<file path="src/rtl/memoria_coordenadas_if.sv">
// rtl/memoria_coordenadas_if.sv - controller<->RAM coordinate bus; error_paridad only with PARIDAD_MEMORIA_EN
interface memoria_coordenadas_if #(
  parameter int bits_coordenada  = 12,
  parameter int direccionamiento = 4
);
  logic                        solicitud;
  logic                        leer_escribir_memoria;
  logic                        reset_memoria;
  logic [direccionamiento:0]   direccion_memoria;
  logic [bits_coordenada-1:0]  dato_escribir_memoria;
  logic [bits_coordenada-1:0]  dato_leer_memoria;
  logic                        dato_siguiente;
  logic                        corte_terminado;
  logic [direccionamiento+1:0] cantidad_datos;
  logic                        memoria_llena;
  logic                        ocupado;
`ifdef PARIDAD_MEMORIA_EN
  logic                        error_paridad;
`endif

  modport master (
`ifdef PARIDAD_MEMORIA_EN
    input  error_paridad,
`endif
    output solicitud, leer_escribir_memoria, reset_memoria,
    output direccion_memoria, dato_escribir_memoria,
    input  dato_leer_memoria, dato_siguiente, corte_terminado,
    input  cantidad_datos, memoria_llena, ocupado
  );

  modport slave (
`ifdef PARIDAD_MEMORIA_EN
    output error_paridad,
`endif
    input  solicitud, leer_escribir_memoria, reset_memoria,
    input  direccion_memoria, dato_escribir_memoria,
    output dato_leer_memoria, dato_siguiente, corte_terminado,
    output cantidad_datos, memoria_llena, ocupado
  );
endinterface

</file>
<file path="src/rtl/memoria_coordenadas.sv">
// rtl/memoria_coordenadas.sv - coordinate RAM responder with clear sweep and end-of-path flag
// Optional per-word even parity with error_paridad output when PARIDAD_MEMORIA_EN is defined.
module memoria_coordenadas #(
  parameter int bits_coordenada  = 12,
  parameter int direccionamiento = 4
) (
  input logic                  clock,
  input logic                  reset,
  memoria_coordenadas_if.slave bus
);
  localparam int AW    = direccionamiento + 1;
  localparam int CW    = direccionamiento + 2;
  localparam int DEPTH = 2 ** AW;
`ifdef PARIDAD_MEMORIA_EN
  localparam int RW = bits_coordenada + 1;
`else
  localparam int RW = bits_coordenada;
`endif

  typedef enum logic [1:0] {LIBRE, LEER, ENTREGAR, BORRAR} estado_t;

  estado_t                    estado, estado_sig;
  logic [RW-1:0]              ram [DEPTH];
  logic [AW-1:0]              dir_q;
  logic [AW-1:0]              barrido;
  logic [CW-1:0]              cantidad;
  logic [bits_coordenada-1:0] dato_q;
  logic                       corte_q;
`ifdef PARIDAD_MEMORIA_EN
  logic                       err_q;
`endif

  logic          aceptar, escribir_ext, leer_ext, acierto;
  logic          ram_we;
  logic [AW-1:0] ram_dir;
  logic [RW-1:0] ram_wd, ram_rd;

  assign aceptar      = (estado == LIBRE) && bus.solicitud && !bus.reset_memoria;
  assign escribir_ext = aceptar && bus.leer_escribir_memoria;
  assign leer_ext     = aceptar && !bus.leer_escribir_memoria;
  assign acierto      = {1'b0, dir_q} < cantidad;

  // Single port: the sweep owns it in BORRAR, the latched read address in LEER.
  assign ram_we  = escribir_ext || ((estado == BORRAR) && !bus.reset_memoria);
  assign ram_dir = (estado == BORRAR) ? barrido :
                   (estado == LEER)   ? dir_q   : bus.direccion_memoria;
`ifdef PARIDAD_MEMORIA_EN
  assign ram_wd  = (estado == BORRAR) ? '0 :
                   {^bus.dato_escribir_memoria, bus.dato_escribir_memoria};
`else
  assign ram_wd  = (estado == BORRAR) ? '0 : bus.dato_escribir_memoria;
`endif
  assign ram_rd  = ram[ram_dir];

  always_ff @(posedge clock) begin
    if (ram_we) ram[ram_dir] <= ram_wd;
  end

  always_ff @(posedge clock) begin
    if (reset) estado <= LIBRE;
    else       estado <= estado_sig;
  end

  always_comb begin
    estado_sig = estado;
    if (bus.reset_memoria) begin
      estado_sig = BORRAR;
    end else begin
      case (estado)
        LIBRE:    if (leer_ext) estado_sig = LEER;
        LEER:     estado_sig = ENTREGAR;
        ENTREGAR: estado_sig = LIBRE;
        BORRAR:   if (barrido == '1) estado_sig = LIBRE;
        default:  estado_sig = LIBRE;
      endcase
    end
  end

  always_ff @(posedge clock) begin
    if (reset) begin
      dir_q    <= '0;
      barrido  <= '0;
      cantidad <= '0;
      dato_q   <= '0;
      corte_q  <= 1'b0;
`ifdef PARIDAD_MEMORIA_EN
      err_q    <= 1'b0;
`endif
    end else if (bus.reset_memoria) begin
      barrido  <= '0;
      cantidad <= '0;
      dato_q   <= '0;
      corte_q  <= 1'b0;
`ifdef PARIDAD_MEMORIA_EN
      err_q    <= 1'b0;
`endif
    end else begin
      case (estado)
        LIBRE: begin
          if (aceptar) begin
            corte_q <= 1'b0;
            dir_q   <= bus.direccion_memoria;
            // Count is the highest written address plus one, never shrinks.
            if (escribir_ext && ({1'b0, bus.direccion_memoria} >= cantidad))
              cantidad <= {1'b0, bus.direccion_memoria} + 1'b1;
          end
        end
        LEER: begin
          dato_q  <= acierto ? ram_rd[bits_coordenada-1:0] : '0;
          corte_q <= !acierto;
`ifdef PARIDAD_MEMORIA_EN
          err_q   <= acierto && (^ram_rd);
`endif
        end
        BORRAR:  barrido <= barrido + 1'b1;
        default: ;
      endcase
    end
  end

  assign bus.dato_leer_memoria = dato_q;
  assign bus.dato_siguiente    = (estado == ENTREGAR);
  assign bus.corte_terminado   = corte_q;
  assign bus.cantidad_datos    = cantidad;
  assign bus.memoria_llena     = (cantidad == CW'(DEPTH));
  assign bus.ocupado           = (estado != LIBRE);
`ifdef PARIDAD_MEMORIA_EN
  assign bus.error_paridad     = err_q && (estado == ENTREGAR);
`endif
endmodule

</file>
<file path="src/flat_wrapper.sv">
// flat-port wrapper written by rule: the top's interface ports become plain ports
module memoria_coordenadas_flat 
#(
  parameter int bits_coordenada  = 12,
  parameter int direccionamiento = 4
)
  (clock, reset, bus_solicitud, bus_leer_escribir_memoria, bus_reset_memoria, bus_direccion_memoria, bus_dato_escribir_memoria, bus_dato_leer_memoria, bus_dato_siguiente, bus_corte_terminado, bus_cantidad_datos, bus_memoria_llena, bus_ocupado);
  memoria_coordenadas_if #(.bits_coordenada(bits_coordenada), .direccionamiento(direccionamiento)) bus_i ();
  input logic clock;
  input logic reset;
  input wire logic [$bits(bus_i.solicitud)-1:0] bus_solicitud;
  input wire logic [$bits(bus_i.leer_escribir_memoria)-1:0] bus_leer_escribir_memoria;
  input wire logic [$bits(bus_i.reset_memoria)-1:0] bus_reset_memoria;
  input wire logic [$bits(bus_i.direccion_memoria)-1:0] bus_direccion_memoria;
  input wire logic [$bits(bus_i.dato_escribir_memoria)-1:0] bus_dato_escribir_memoria;
  output wire logic [$bits(bus_i.dato_leer_memoria)-1:0] bus_dato_leer_memoria;
  output wire logic [$bits(bus_i.dato_siguiente)-1:0] bus_dato_siguiente;
  output wire logic [$bits(bus_i.corte_terminado)-1:0] bus_corte_terminado;
  output wire logic [$bits(bus_i.cantidad_datos)-1:0] bus_cantidad_datos;
  output wire logic [$bits(bus_i.memoria_llena)-1:0] bus_memoria_llena;
  output wire logic [$bits(bus_i.ocupado)-1:0] bus_ocupado;
  assign bus_i.solicitud = bus_solicitud;
  assign bus_i.leer_escribir_memoria = bus_leer_escribir_memoria;
  assign bus_i.reset_memoria = bus_reset_memoria;
  assign bus_i.direccion_memoria = bus_direccion_memoria;
  assign bus_i.dato_escribir_memoria = bus_dato_escribir_memoria;
  assign bus_dato_leer_memoria = bus_i.dato_leer_memoria;
  assign bus_dato_siguiente = bus_i.dato_siguiente;
  assign bus_corte_terminado = bus_i.corte_terminado;
  assign bus_cantidad_datos = bus_i.cantidad_datos;
  assign bus_memoria_llena = bus_i.memoria_llena;
  assign bus_ocupado = bus_i.ocupado;
  memoria_coordenadas #(.bits_coordenada(bits_coordenada), .direccionamiento(direccionamiento)) u_core (.clock(clock), .reset(reset), .bus(bus_i));
endmodule
</file>
<file path="config.mk">
export PLATFORM = sky130hd
export DESIGN_NAME = memoria_coordenadas_flat
export DESIGN_NICKNAME = d
export VERILOG_FILES = /design/src/rtl/memoria_coordenadas_if.sv /design/src/rtl/memoria_coordenadas.sv /design/src/flat_wrapper.sv
export SDC_FILE = /design/constraint.sdc
export NUM_CORES = 1
export LEC_CHECK = 0
export CELL_PAD_IN_SITES_DETAIL_PLACEMENT = 0
export CELL_PAD_IN_SITES_GLOBAL_PLACEMENT = 1
export CORE_ASPECT_RATIO = 1.1
export CORE_MARGIN = 3
export CORE_UTILIZATION = 51
export CTS_CLUSTER_DIAMETER = 100
export CTS_CLUSTER_SIZE = 30
export DETAILED_ROUTE_END_ITERATION = 6
export GPL_TIMING_DRIVEN = 0
export PLACE_DENSITY_LB_ADDON = 0.1
export SYNTH_ARGS = -nofsm -noshare
export SYNTH_HDL_FRONTEND = slang
export SYNTH_SLANG_ARGS = --single-unit
</file>
<file path="constraint.sdc">
create_clock -name clock -period 4.4 [get_ports clock]
set_input_delay 1.32 -clock clock [delete_from_list [all_inputs] [get_ports clock]]
set_output_delay 1.32 -clock clock [all_outputs]
set_load 0.05 [all_outputs]
</file>
==> metrics.txt <==
row count=71; cell repeated most along the worst path=buf_6; # Max-Cap Violations=0; top_reg_cell synth=edfxtp_1; Switching Share=0.244; grt total ovfl=0; top-count cell post-synth=edfxtp_1; design area=20000 um^2; DR pass1 iterations=5; CP top delay family=buffers and inverters; Yosys top cell area share=0.643; CTS tree=yes; Worst EP arrival=4540 ps; combinational share of power=0.122; Final min period=4380 ps; Synth Cell Area=17900 um^2; Reg power frac=0.604; total power=7.19 mW; final-layout fill cell count=2742; Root Driver=clkbuf_16; Total GRT Usage=0.274; Max Buffers Root-to-Sink=3; Final Hold Fails=0; Seq cells post-synth=415; startpoint types=input port; die area=37500 um^2; largest net degree at the start of global routing=33; RSZ-0062 raised after global routing=true; ANT cells=0; maximum clock frequency=228 MHz; CP Max Fanout=12; Commonest cells post-synth=edfxtp_1, nand2_1, a21oi_1, mux2i_1, mux4_2; Layout area overhead=11.3%; worst skew pair latency=530 ps; CP endpoint kind=register; Die H=203 um; Mapped Nets=1255; clock skew=18.2 ps; Yosys warnings=0; number of global-route vias before repair=10600; Async SR Flop Fraction=0; Lkg Pwr=6.55 nW; number of flops mapped to enable cells by yosys=384; CP Cell Sequence=clkdlybuf4s50_1 -> or2_2 -> a21boi_2 -> buf_6 -> buf_8 -> buf_6 -> buf_6 -> buf_2 -> nand2_1 -> nor2_2; core footprint=34500 um^2; CP Buf/Inv Count=6; PortBufs=42; Critical Path RT=4550 ps; # nets final=1335; Post-Route Setup TNS=0 ps; fraction of layout cells with a size suffix above 1=0.168; DRT iter0 DRCs=1297; DRC Markers=0; Final setup viols=0; Cells after Synth=1221; detailed-route wire length=51400 um; HPWL after DPL=34900 um; Antenna Nets Post-Route=0; via count=11100; CTS Hold Buffers Added=0; first-pass GRT wire length=73400 um; Max VDD drop=0.000335 V; part of the cycle the worst path needs=0.996; htree depth=1; Max Slew Vio Count=0; Mean Syn Cell Area=14.7 um^2; internal power=5.44 mW; Ports=44; register area share after synthesis=0.677; Placed Area=19100 um^2; run status=finished clean; initial antenna violation count=0; Clk network pwr share=0.274; GPL Wtd Cong=0.862; Max-Slew Margin vs Limit=0.0937; Initial Util=0.521; library cells used by synthesis=48; DR WL/cell=29.4 um; Reg clk slew, reported paths=110 ps; slew at the pin closest to its max-slew limit=1360 ps; pwr/cell area=360 nW/um^2; Max stage delay on crit path=820 ps; Worst path slowest cell=nor2_2; clock sink total=415; die width=185 um; TritonCTS Buffers=17; via/cell ratio=6.33; worst hold path type=register to register; Switching Power=1.76 mW; Synth area leader=edfxtp_1; Crit Path Category=input port to register; Area contributors post-synth=edfxtp_1, mux4_2, mux2i_1
per-layer routing:
metal | wire (um) | part of all wire | global-route usage
met4 | 1730 | 0.034 | 0.0724
met3 | 4400 | 0.086 | 0.0410
met2 | 24600 | 0.48 | 0.448
met1 | 20600 | 0.40 | 0.389
met5 | 0 | 0 | 0
worst register-to-register path: stages, from the launching register on:
cell and delay, ps:
dfxtp_1 460, mux2i_2 820, a21oi_1 280, buf_4 270
buf_2 310, nor2_1 250, nand2_1 400, nor2_2 830
sequential cells by signal, indices dropped and copies added (netlist names):
| signal | flops |
|---|---|
| u_core.bus.cantidad_datos | 6 |
| u_core.ram | 384 |
| u_core.barrido | 5 |
| u_core.estado | 2 |
| u_core.bus.corte_terminado | 1 |
| u_core.dir_q | 5 |
| u_core.bus.dato_leer_memoria | 12 |
power by group through the flow:
stage          registers, mW  clock network, mW  logic, mW
6_report                4.35               1.97      0.875
5_1_grt                 4.35               2.12      0.928
4_1_cts                 4.35               1.99      0.860
3_5_place_dp            4.44                  0      0.846
3_3_place_gp            4.44                  0      0.832
2_1_floorplan           4.44                  0      0.527
timing repair:
item | in CTS | in global routing
resized for setup | 44 | 20
pin swaps | 8 | 3
setup endpoints to repair | 394 | 264
buffers inserted | 7 | 3
worst paths after layout:
kind                                        start  cells past startpoint                              end  slack (ps)
setup / recovery         bus_direccion_memoria[0]                     10                u_core.ram[25][0]          20
hold / removal    u_core.bus.dato_leer_memoria[9]                      2  u_core.bus.dato_leer_memoria[9]         470
setup reg to reg                 u_core.estado[1]                      7                u_core.ram[25][0]         400
hold reg to reg   u_core.bus.dato_leer_memoria[9]                      2  u_core.bus.dato_leer_memoria[9]         470
through the flow:
| step | setup slack [ps] | util | hold slack [ps] | cells |
|---|---|---|---|---|
| 2_1_floorplan | 725 | - | 450 | 1221 |
| 5_1_grt | -92.5 | 0.579 | 488 | 1749 |
| 4_1_cts | -94.2 | 0.575 | 470 | 1746 |
| 3_5_place_dp | -1420 | 0.554 | 447 | 1711 |
| 6_report | 19.4 | 0.579 | 468 | 1749 |
| 3_3_place_gp | -1590 | 0.549 | 445 | 1701 |
cell families after synthesis:
family,synth area share
buffers and inverters,0.0251
DFF,0.677
muxes,0.137
xor gates and xnor gates,0.00293
adders and majority gates,0.00837
AOI/OAI and AO/OA,0.0626
and+or+nand+nor,0.0866
placed cells by master, fill, tap and decap left out, types with 6 or more instances in the layout:
cell type        count
edfxtp_1           384
nand2_1            195
a21oi_1             85
mux2i_1             76
mux4_2              65
nand3_1             55
clkdlybuf4s50_1     42
clkbuf_1            31
dfxtp_1             31
nor2_1              30
nor2_4              25
buf_2               19
buf_4               19
mux2_2              17
clkbuf_16           17
a21o_1              16
o22ai_1             14
o21ai_0             13
or4_1               13
a22oi_1             12
ha_1                12
buf_8               10
o31ai_1             10
buf_6                9
inv_1                8
and2_1               7
nor2_2               7
a31oi_1              7
and2_2               6
and3_1               6
o21ai_1              6
a32o_1               6
buf_12               6
cell type report:
cell class	count	area, um^2	share of cell area
sequential	415	12200	0.609
timing repair buffer	62	717	0.0359
inverter	8	30.0	0.00150
multi-input combinational	724	5590	0.280
buffer	73	432	0.0216
tap	438	548	0.0274
clock buffer	28	467	0.0234
clock inverter	1	30.0	0.00150
No activity file was read; power rests on OpenSTA's default activity.
